`src/rtl/dac_sched_pkg.sv`:
```
// Shared definitions for the DAC frame scheduler: FSM state encoding,
// counter widths and the DAC midscale code.
// Build option: DAC_OFFSET_BINARY_EN selects offset-binary DAC coding.
package dac_sched_pkg;

   typedef enum logic [1:0] {
      ST_IDLE     = 2'd0,
      ST_PREAMBLE = 2'd1,
      ST_PAYLOAD  = 2'd2,
      ST_GUARD    = 2'd3
   } state_t;

   localparam int PAY_W   = 12;   // payload length / slot counter width
   localparam int GUARD_W = 8;    // guard length width
   localparam int CNT_W   = 12;   // shared per-state slot counter width
   localparam int UNDER_W = 16;   // underrun counter width

`ifdef DAC_OFFSET_BINARY_EN
   localparam logic [13:0] MIDSCALE_CODE = 14'h2000;
`else
   localparam logic [13:0] MIDSCALE_CODE = 14'h0000;
`endif

endpackage

```
`src/rtl/dac_code_conv.sv`:
```
// Output coding stage: converts the selected signed I/Q sample into the DAC
// code and registers it, so a sample chosen in cycle n is on the pins in n+1.
// Build option: DAC_OFFSET_BINARY_EN (MSB-inverted offset binary), otherwise
// raw two's complement.
module dac_code_conv #(
   parameter int DW = 14
) (
   input  logic          clk,
   input  logic          reset,
   input  logic [DW-1:0] i_samp_a,
   input  logic [DW-1:0] i_samp_b,
   output logic [DW-1:0] o_dac_a,
   output logic [DW-1:0] o_dac_b
);

   logic [DW-1:0] w_code_a;
   logic [DW-1:0] w_code_b;
   logic [DW-1:0] w_mid;
   logic [DW-1:0] r_dac_a;
   logic [DW-1:0] r_dac_b;

`ifdef DAC_OFFSET_BINARY_EN
   assign w_code_a = {~i_samp_a[DW-1], i_samp_a[DW-2:0]};
   assign w_code_b = {~i_samp_b[DW-1], i_samp_b[DW-2:0]};
   assign w_mid    = {1'b1, {(DW-1){1'b0}}};
`else
   assign w_code_a = i_samp_a;
   assign w_code_b = i_samp_b;
   assign w_mid    = {DW{1'b0}};
`endif

   // Register the coded sample; reset parks both channels at midscale.
   always_ff @(posedge clk) begin
      if (reset) begin
         r_dac_a <= w_mid;
         r_dac_b <= w_mid;
      end else begin
         r_dac_a <= w_code_a;
         r_dac_b <= w_code_b;
      end
   end

   assign o_dac_a = r_dac_a;
   assign o_dac_b = r_dac_b;

endmodule

```
`src/rtl/dac_frame_scheduler.sv`:
```
// DAC frame scheduler: on start, plays a fixed +/- preamble, then a payload
// taken one slot per clock from the s_* stream (midscale on underrun), then
// a midscale guard interval, and pulses frame_done on return to IDLE.
// Build option: DAC_OFFSET_BINARY_EN (offset-binary DAC coding, see dac_code_conv).
module dac_frame_scheduler
   import dac_sched_pkg::*;
#(
   parameter int                     DW      = 14,
   parameter int                     PRE_LEN = 32,
   parameter logic signed [DW-1:0]   PRE_AMP = 14'sd4096
) (
   input  logic          clk,
   input  logic          reset,
   input  logic          start,
   input  logic [11:0]   cfg_payload_len,
   input  logic [7:0]    cfg_guard_len,
   input  logic          s_valid,
   output logic          s_ready,
   input  logic [DW-1:0] s_i,
   input  logic [DW-1:0] s_q,
   output logic [DW-1:0] dac_a,
   output logic [DW-1:0] dac_b,
   output logic          busy,
   output logic          frame_done,
   output logic [15:0]   underrun_cnt
);

   localparam logic [CNT_W-1:0] PRE_LAST = CNT_W'(PRE_LEN - 1);
   localparam logic [DW-1:0]    AMP_POS  = PRE_AMP;
   localparam logic [DW-1:0]    AMP_NEG  = -PRE_AMP;

   state_t               r_state;
   logic [CNT_W-1:0]     r_cnt;
   logic [PAY_W-1:0]     r_pay_len;
   logic [GUARD_W-1:0]   r_guard_len;
   logic                 r_s_ready;
   logic                 r_busy;
   logic                 r_frame_done;
   logic [UNDER_W-1:0]   r_underrun;

   logic [DW-1:0]        w_sel_i;
   logic [DW-1:0]        w_sel_q;
   logic                 w_pay_last;
   logic                 w_guard_last;

   // Last-slot detection; lengths are known non-zero whenever the state is entered.
   assign w_pay_last   = (r_cnt == (r_pay_len - 12'd1));
   assign w_guard_last = (r_cnt == {{(CNT_W-GUARD_W){1'b0}}, (r_guard_len - 8'd1)});

   // Choose this cycle's I/Q sample from the current state and slot.
   always_comb begin
      w_sel_i = {DW{1'b0}};
      w_sel_q = {DW{1'b0}};
      case (r_state)
         ST_PREAMBLE: begin
            if (r_cnt[0] == 1'b0) begin
               w_sel_i = AMP_POS;
            end else begin
               w_sel_i = AMP_NEG;
            end
         end
         ST_PAYLOAD: begin
            if (s_valid) begin
               w_sel_i = s_i;
               w_sel_q = s_q;
            end else begin
               w_sel_i = {DW{1'b0}};
               w_sel_q = {DW{1'b0}};
            end
         end
         default: begin
            w_sel_i = {DW{1'b0}};
            w_sel_q = {DW{1'b0}};
         end
      endcase
   end

   // Frame FSM with its slot counter, latched lengths and registered status outputs.
   always_ff @(posedge clk) begin
      if (reset) begin
         r_state      <= ST_IDLE;
         r_cnt        <= {CNT_W{1'b0}};
         r_pay_len    <= {PAY_W{1'b0}};
         r_guard_len  <= {GUARD_W{1'b0}};
         r_s_ready    <= 1'b0;
         r_busy       <= 1'b0;
         r_frame_done <= 1'b0;
         r_underrun   <= {UNDER_W{1'b0}};
      end else begin
         r_frame_done <= 1'b0;
         case (r_state)
            ST_IDLE: begin
               if (start) begin
                  r_pay_len   <= cfg_payload_len;
                  r_guard_len <= cfg_guard_len;
                  r_cnt       <= {CNT_W{1'b0}};
                  r_busy      <= 1'b1;
                  r_state     <= ST_PREAMBLE;
               end
            end
            ST_PREAMBLE: begin
               if (r_cnt == PRE_LAST) begin
                  r_cnt <= {CNT_W{1'b0}};
                  if (r_pay_len != 12'd0) begin
                     r_s_ready <= 1'b1;
                     r_state   <= ST_PAYLOAD;
                  end else if (r_guard_len != 8'd0) begin
                     r_state <= ST_GUARD;
                  end else begin
                     r_busy       <= 1'b0;
                     r_frame_done <= 1'b1;
                     r_state      <= ST_IDLE;
                  end
               end else begin
                  r_cnt <= r_cnt + 12'd1;
               end
            end
            ST_PAYLOAD: begin
               if (!s_valid && (r_underrun != 16'hFFFF)) begin
                  r_underrun <= r_underrun + 16'd1;
               end
               if (w_pay_last) begin
                  r_cnt     <= {CNT_W{1'b0}};
                  r_s_ready <= 1'b0;
                  if (r_guard_len != 8'd0) begin
                     r_state <= ST_GUARD;
                  end else begin
                     r_busy       <= 1'b0;
                     r_frame_done <= 1'b1;
                     r_state      <= ST_IDLE;
                  end
               end else begin
                  r_cnt <= r_cnt + 12'd1;
               end
            end
            ST_GUARD: begin
               if (w_guard_last) begin
                  r_cnt        <= {CNT_W{1'b0}};
                  r_busy       <= 1'b0;
                  r_frame_done <= 1'b1;
                  r_state      <= ST_IDLE;
               end else begin
                  r_cnt <= r_cnt + 12'd1;
               end
            end
            default: begin
               r_cnt     <= {CNT_W{1'b0}};
               r_s_ready <= 1'b0;
               r_busy    <= 1'b0;
               r_state   <= ST_IDLE;
            end
         endcase
      end
   end

   dac_code_conv #(.DW(DW)) u_conv (
      .clk      (clk),
      .reset    (reset),
      .i_samp_a (w_sel_i),
      .i_samp_b (w_sel_q),
      .o_dac_a  (dac_a),
      .o_dac_b  (dac_b)
   );

   assign s_ready      = r_s_ready;
   assign busy         = r_busy;
   assign frame_done   = r_frame_done;
   assign underrun_cnt = r_underrun;

endmodule

```
`config.mk`:
```
export PLATFORM = sky130hd
export DESIGN_NAME = dac_frame_scheduler
export DESIGN_NICKNAME = d
export VERILOG_FILES = /design/src/rtl/dac_sched_pkg.sv /design/src/rtl/dac_code_conv.sv /design/src/rtl/dac_frame_scheduler.sv
export SDC_FILE = /design/constraint.sdc
export NUM_CORES = 1
export LEC_CHECK = 0
export ABC_CLOCK_PERIOD_IN_PS = 2800
export BUFFER_PORTS_ARGS = -buffer_cell sky130_fd_sc_hd__buf_2
export CAP_MARGIN = 20
export CORE_ASPECT_RATIO = 1.5
export CORE_MARGIN = 5
export CORE_UTILIZATION = 48
export CTS_CLUSTER_SIZE = 14
export DETAILED_ROUTE_END_ITERATION = 12
export PLACE_DENSITY = 0.8
export SLEW_MARGIN = 0
export SYNTH_ARGS = -nofsm -noshare
export SYNTH_HDL_FRONTEND = slang
export SYNTH_SLANG_ARGS = --single-unit
export TNS_END_PERCENT = 20
```
`constraint.sdc`:
```
create_clock -name clk -period 2.8 [get_ports clk]
set_input_delay 0.42 -clock clk [delete_from_list [all_inputs] [get_ports clk]]
set_output_delay 0.42 -clock clk [all_outputs]
set_load 0.02 [all_outputs]
```
==> results.sh, run 1 <==
export IMPL_status="complete, no violations"
export IMPL_h_tree_depth=3
export IMPL_crit_path_start="r_pay_len[1]$_SDFFE_PP0P_"
export IMPL_rsz0062_at_grt="true"
export IMPL_cp_depth=10
export IMPL_cp_common_cell="or4b_4"
export IMPL_crit_family="simple AND/OR/NAND/NOR gates"
export IMPL_dieHeight_um=123
export IMPL_drive_gt1_share_pct=28.8
export IMPL_final_hold_violation_count=0
export IMPL_cts_buffers=9
export IMPL_synth_seq_cells=81
export IMPL_yosysUniqueCellTypes=56
export IMPL_arrival_ns=3.01
export IMPL_grt_util_met2_pct=38.3
export IMPL_wl_per_cell_um=15.4
export IMPL_first_pass_iters=4
export IMPL_relSlewSlack_pct=4.30
export IMPL_r2r_end="r_cnt[6]$_SDFFE_PP0P_"
export IMPL_worst_slack_ns=0.00884
export IMPL_clkPwrFrac_pct=33.1
export IMPL_clock_latency_ns=0.34
export IMPL_grt_pass1_vias=3859
export IMPL_fin_util_pct=61.9
export IMPL_r2r_setup_slack_ns=0.009
export IMPL_internal_power_mw=2.25
export IMPL_die_w_um=85.1
export IMPL_period_needed_ns=2.79
export IMPL_synthArstFlopShare_pct=0
export IMPL_grt_pass1_wl_um=17400
export IMPL_timing_rr_start="r_pay_len[1]$_SDFFE_PP0P_"
export IMPL_critPathKind="reg2reg"
export IMPL_max_stage_delay_ns=0.57
export IMPL_cts_tree="yes"
export IMPL_synthCells=497
export IMPL_period_share_pct=99.7
export IMPL_met3_usage_pct=5.10
export IMPL_drt_wl_total_um=10900
export IMPL_synth_area_leaders="dfxtp_1, nand2_1, xnor2_1, nor2_1, a21oi_1"
export IMPL_power_density_nw_per_um2=666
export IMPL_dp_cells=687
export IMPL_cp_max_fo=8
export IMPL_synth_top_area_share_pct=40.0
export IMPL_seq_area_frac_synth_pct=40.0
export IMPL_via_count=3882
export IMPL_syn_nets=559
export IMPL_initial_core_util_pct=48.5
export IMPL_synth_ff_type="dfxtp_1"
export IMPL_cts_sinks=81
export IMPL_synthTopCellsByCount="dfxtp_1, nand2_1, nor2_1"
export IMPL_cts_buffer_depth=2
export IMPL_avgSynthCellArea_um2=8.16
export IMPL_drc=0
export IMPL_fillerInstances=697
export IMPL_p_switching_mw=1.20
export IMPL_grt_overflow=0
export IMPL_n_antenna_cell=0
export IMPL_timing_critical_path_buf_inv=2
export IMPL_port_buffers=98
export IMPL_syn_to_final_growth_pct=27.6
export IMPL_synth_edf_count=0
export IMPL_fin_skew_ns=0.00861
export IMPL_critical_path_cell_chain="inv_2, ha_4, or4b_4, or4b_4, nand2_4, a31oi_4, o31a_4, buf_4, o2111ai_1, nand3_1"
export IMPL_yosys_warnings=0
export IMPL_fin_nets=657
export IMPL_pre_cts_slack_ns=-0.0486
export IMPL_num_rows=41
export IMPL_hold_buffers=0
export IMPL_crit_required_ns=3.02
export IMPL_maxCapViolations=0
export IMPL_drtIter0Drc=309
export IMPL_use_met1_pct=21.4
export IMPL_viasPerCell=5.49
export IMPL_hpwl_um=7910
export IMPL_fmax_mhz=358
export IMPL_yosys_area_top_type="dfxtp_1"
export IMPL_ant_nets=0
export IMPL_gp_congestion=0.908
export IMPL_antenna_found_initial=0
export IMPL_comb_power_share_pct=29.5
export IMPL_p_leak_nw=2.20
export IMPL_endpoint="r_cnt[6]$_SDFFE_PP0P_"
export IMPL_fin_cells=707
export IMPL_p_seq_share_pct=37.4
export IMPL_reg2reg_depth=10
export IMPL_synthMostInstantiatedCell="dfxtp_1"
export IMPL_start_kind="register"
export IMPL_regArea_um2=1630
export IMPL_crit_slowest_cell="or4b_4"
export IMPL_ir_drop_mv=0.578
export IMPL_setup_viol=0
export IMPL_multi_input_area_um2=2380
export IMPL_track_usage_pct=20.6
export IMPL_switching_share_pct=34.8
export IMPL_grt_busiest_layer="met2"
export IMPL_worstMarginPinSlew_ns=1.43
export IMPL_dieArea_um2=10400
export IMPL_core_region_area_um2=8360
export IMPL_maxSlewViolCount=0
export IMPL_grt_start_max_net_pins=29
export IMPL_syn_area_um2=4060
export IMPL_clkTransAtPathRegs_ns=0.07
export IMPL_ios=99
export IMPL_hp_class="in2reg"
export IMPL_worst_setup_path_end_kind="register"
export IMPL_clockRootBuffer="clkbuf_16"
## power groups by stage
stage / Combinational [mW] / Clock [mW] / Sequential, mW
after floorplan: 0.645 / 0 / 1.30
after global placement: 0.863 / 0 / 1.31
after detailed placement: 0.893 / 0 / 1.31
after CTS: 0.904 / 1.15 / 1.29
after global routing: 1.11 / 1.21 / 1.30
final: 1.02 / 1.14 / 1.29
## timing repair
| action | CTS | global route |
|---|---|---|
| gates cloned | 0 | 1 |
| buffers inserted | 0 | 3 |
| pin swaps | 0 | 16 |
| gates resized for setup | 1 | 35 |
| endpoints found under the setup margin | 7 | 16 |
## sequential cells by signal, summed over array words and instances, names as in the netlist
register / count
frame_done: 1
u_conv.o_dac_b: 14
u_conv.o_dac_a: 14
r_pay_len: 12
r_cnt: 12
underrun_cnt: 16
r_state: 2
r_guard_len: 8
s_ready: 1
busy: 1
## logic make-up after synthesis
kind of cell	Yosys count	share of synthesized area, %
AO/OA/AOI/OAI	89	15.1
XOR/XNOR	36	7.77
adder cells (fa/ha/maj)	10	3.08
buffers and inverters	51	5.03
flip-flops	81	40.0
multiplexers	2	0.494
AND/OR/NAND/NOR	228	28.5
## how the worst min path moves through the flow
stage | startpoint | cells past startpoint | slack (ns) | to
2_1_floorplan | r_guard_len[5]$_SDFFE_PP0P_ | 2 | 0.46 | r_guard_len[5]$_SDFFE_PP0P_
3_3_place_gp | r_pay_len[5]$_SDFFE_PP0P_ | 2 | 0.48 | r_pay_len[5]$_SDFFE_PP0P_
3_5_place_dp | s_ready$_SDFFE_PP0P_ | 2 | 0.48 | s_ready$_SDFFE_PP0P_
4_1_cts | s_q[12] | 2 | 0.27 | u_conv.o_dac_b[12]$_SDFF_PP0_
5_1_grt | s_q[0] | 2 | 0.27 | u_conv.o_dac_b[0]$_SDFF_PP0_
6_report | s_q[12] | 2 | 0.27 | u_conv.o_dac_b[12]$_SDFF_PP0_
## through the flow
stage,instance area (µm²),setup TNS [ns],hold WS (ns),total power [mW]
final,5170,0,0.271,3.45
after global routing,5170,-0.312,0.267,3.62
after CTS,4990,0,0.268,3.34
after detailed placement,4700,-0.100,0.477,2.20
after global placement,4700,0,0.475,2.17
after floorplan,4060,0,0.462,1.94
## metal layers
layer	wire [µm]	share of wire, %
met1	4170	38
met2	5630	52
met3	797	7.3
met4	280	2.6
met5	0	0
## area by class of cell
class                   instances  area share [%]
flip-flops and latches         81            31.5
repair buffers                123            13.4
well taps                     107            2.59
multi-input cells             365            45.9
inverters                      15            1.09
clock inverters                 7            1.21
clock buffers                   9            4.35
## placed cells by master, fill, tap and decap left out, types with 3 or more instances in the layout
| cell type | count |
|---|---|
| buf_2 | 98 |
| dfxtp_1 | 76 |
| nand2_1 | 71 |
| nor2_1 | 42 |
| a21oi_1 | 29 |
| xnor2_1 | 24 |
| buf_4 | 21 |
| nand3_1 | 18 |
| and3_1 | 17 |
| and2_1 | 16 |
| inv_1 | 13 |
| xor2_1 | 12 |
| o21ai_0 | 11 |
| nand4_1 | 10 |
| ha_1 | 9 |
| clkbuf_16 | 9 |
| nor3_1 | 8 |
| nor2b_1 | 8 |
| o2111ai_1 | 8 |
| o211ai_1 | 7 |
| nor4_1 | 6 |
| o2111ai_2 | 6 |
| or3_1 | 5 |
| dfxtp_2 | 5 |
| nand3b_1 | 4 |
| buf_6 | 4 |
| a21boi_0 | 3 |
| nand2b_1 | 3 |
| clkinv_4 | 3 |
Power figures use the tool's default switching activity.
==> run 2, diff against run 1 <==
--- a/config.mk
+++ b/config.mk
@@ -11,9 +11,9 @@
 export CORE_ASPECT_RATIO = 1.5
 export CORE_MARGIN = 5
 export CORE_UTILIZATION = 48
-export CTS_CLUSTER_SIZE = 14
+export CTS_CLUSTER_SIZE = 20
 export DETAILED_ROUTE_END_ITERATION = 12
-export PLACE_DENSITY = 0.8
+export PLACE_DENSITY = 0.76
 export SLEW_MARGIN = 0
 export SYNTH_ARGS = -nofsm -noshare
 export SYNTH_HDL_FRONTEND = slang
==> results.sh, run 2 (synthesis gave the netlist of run 1 again) <==
export IMPL_first_pass_iters=7
export IMPL_max_stage_delay_ns=0.50
export IMPL_die_w_um=85.1
export IMPL_grt_overflow=0
export IMPL_clock_latency_ns=0.35
export IMPL_power_mw=3.42
export IMPL_clkTransAtPathRegs_ns=0.06
export IMPL_timing_critical_path_buf_inv=2
export IMPL_comb_power_share_pct=30.1
export IMPL_drive_gt1_share_pct=29.0
export IMPL_start_kind="register"
export IMPL_track_usage_pct=21.2
export IMPL_cp_max_fo=7
export IMPL_wl_per_cell_um=15.6
export IMPL_status="complete, no violations"
export IMPL_initial_core_util_pct=48.5
export IMPL_drt_wl_total_um=11100
export IMPL_drc=0
export IMPL_hp_class="in2reg"
export IMPL_port_buffers=98
export IMPL_h_tree_depth=3
export IMPL_ant_nets=0
export IMPL_cts_buffers=9
export IMPL_switching_share_pct=34.6
export IMPL_internal_power_mw=2.24
export IMPL_core_region_area_um2=8360
export IMPL_setup_viol=0
export IMPL_crit_family="simple AND/OR/NAND/NOR gates"
export IMPL_maxCapViolations=0
export IMPL_fin_cells=711
export IMPL_ir_drop_mv=0.467
export IMPL_antenna_found_initial=0
export IMPL_dp_cells=690
export IMPL_crit_required_ns=3.01
export IMPL_critical_path_cell_chain="inv_1, ha_2, or4b_4, or4b_4, nand2_2, a31oi_4, o31a_4, buf_4, o2111ai_2, o211ai_1"
export IMPL_final_hold_violation_count=0
export IMPL_cts_sinks=81
export IMPL_fin_skew_ns=0.00567
export IMPL_p_switching_mw=1.18
export IMPL_n_antenna_cell=0
export IMPL_syn_to_final_growth_pct=28.5
export IMPL_postPlaceCellArea_um2=4730
export IMPL_period_needed_ns=2.78
export IMPL_hpwl_um=7940
export IMPL_dieArea_um2=10400
export IMPL_final_area_um2=5210
export IMPL_p_leak_nw=2.22
export IMPL_cts_buffer_depth=2
export IMPL_grt_pass1_vias=3953
export IMPL_worst_setup_path_end_kind="register"
export IMPL_via_count=4021
export IMPL_fmax_mhz=360
export IMPL_maxSlewViolCount=0
export IMPL_ios=99
export IMPL_period_share_pct=99.3
export IMPL_largest_reg_flops=16
export IMPL_gp_congestion=0.927
export IMPL_p_seq_share_pct=37.3
export IMPL_clockRootBuffer="clkbuf_16"
export IMPL_dieHeight_um=123
export IMPL_power_density_nw_per_um2=657
export IMPL_grt_pass1_wl_um=17800
export IMPL_worstMarginPinSlew_ns=0.769
export IMPL_cts_tree="yes"
export IMPL_num_rows=41
export IMPL_relSlewSlack_pct=48.6
export IMPL_cp_common_cell="or4b_4"
export IMPL_fillerInstances=740
export IMPL_viasPerCell=5.66
export IMPL_clkPwrFrac_pct=32.6
export IMPL_critPathKind="reg2reg"
export IMPL_grt_start_max_net_pins=35
export IMPL_crit_slowest_cell="or4b_4"
export IMPL_drtIter0Drc=307
export IMPL_arrival_ns=2.99
export IMPL_mostFrequentLayoutCells="buf_2, dfxtp_1, nand2_1"
export IMPL_final_common_cell="buf_2"
export IMPL_fin_nets=661
## run 2: final timing paths
kind	from	end	slack [ns]	cells after the start
min reg2reg	busy$_SDFFE_PP0P_	busy$_SDFFE_PP0P_	0.49	1
min	s_q[2]	u_conv.o_dac_b[2]$_SDFF_PP0_	0.27	2
max	r_pay_len[0]$_SDFFE_PP0P_	r_cnt[2]$_SDFFE_PP0P_	0.02	10
max reg2reg	r_pay_len[0]$_SDFFE_PP0P_	r_cnt[2]$_SDFFE_PP0P_	0.02	10
## run 2: power by group through the flow
stage	logic (mW)	registers (mW)	clock network, mW
after global routing	1.13	1.29	1.19
after CTS	0.917	1.27	1.13
after detailed placement	0.907	1.30	0
after floorplan	0.645	1.30	0
after global placement	0.877	1.30	0
final	1.03	1.28	1.12
## run 2: repair_timing
action	in CTS	in global routing
cloned	0	1
setup endpoints to repair	9	14
pin swaps	0	12
gates resized for setup	1	29
hold buffers	0	0
hold endpoints to repair	0	0
setup buffers	0	3
## run 2: cell type report
| cell class | count | area (µm²) | share of cell area [%] |
|---|---|---|---|
| Timing Repair Buffer | 127 | 738 | 14.2 |
| Multi-Input combinational cell | 365 | 2380 | 45.7 |
| Inverter | 15 | 56.3 | 1.08 |
| Tap cell | 107 | 134 | 2.57 |
| Sequential cell | 81 | 1620 | 31.1 |
| Clock inverter | 6 | 50.0 | 0.960 |
| Clock buffer | 10 | 229 | 4.39 |
## run 2: per-layer routing
metal  global-route usage, %  part of all wire [%]
met1                    22.5                    39
met2                    38.5                    51
met3                    4.63                   7.0
met4                    11.5                   3.2
met5                       0                     0
## run 2: stage by stage
stage / setup TNS [ns] / util (%) / setup slack, ns / hold slack (ns)
3_3_place_gp: 0 / 56.6 / 0.0568 / 0.482
4_1_cts: 0 / 60.0 / 0.00901 / 0.267
2_1_floorplan: 0 / - / 0.0636 / 0.462
5_1_grt: -0.225 / 62.3 / -0.0438 / 0.277
6_report: 0 / 62.3 / 0.0204 / 0.272
3_5_place_dp: -0.0978 / 56.6 / -0.0287 / 0.478
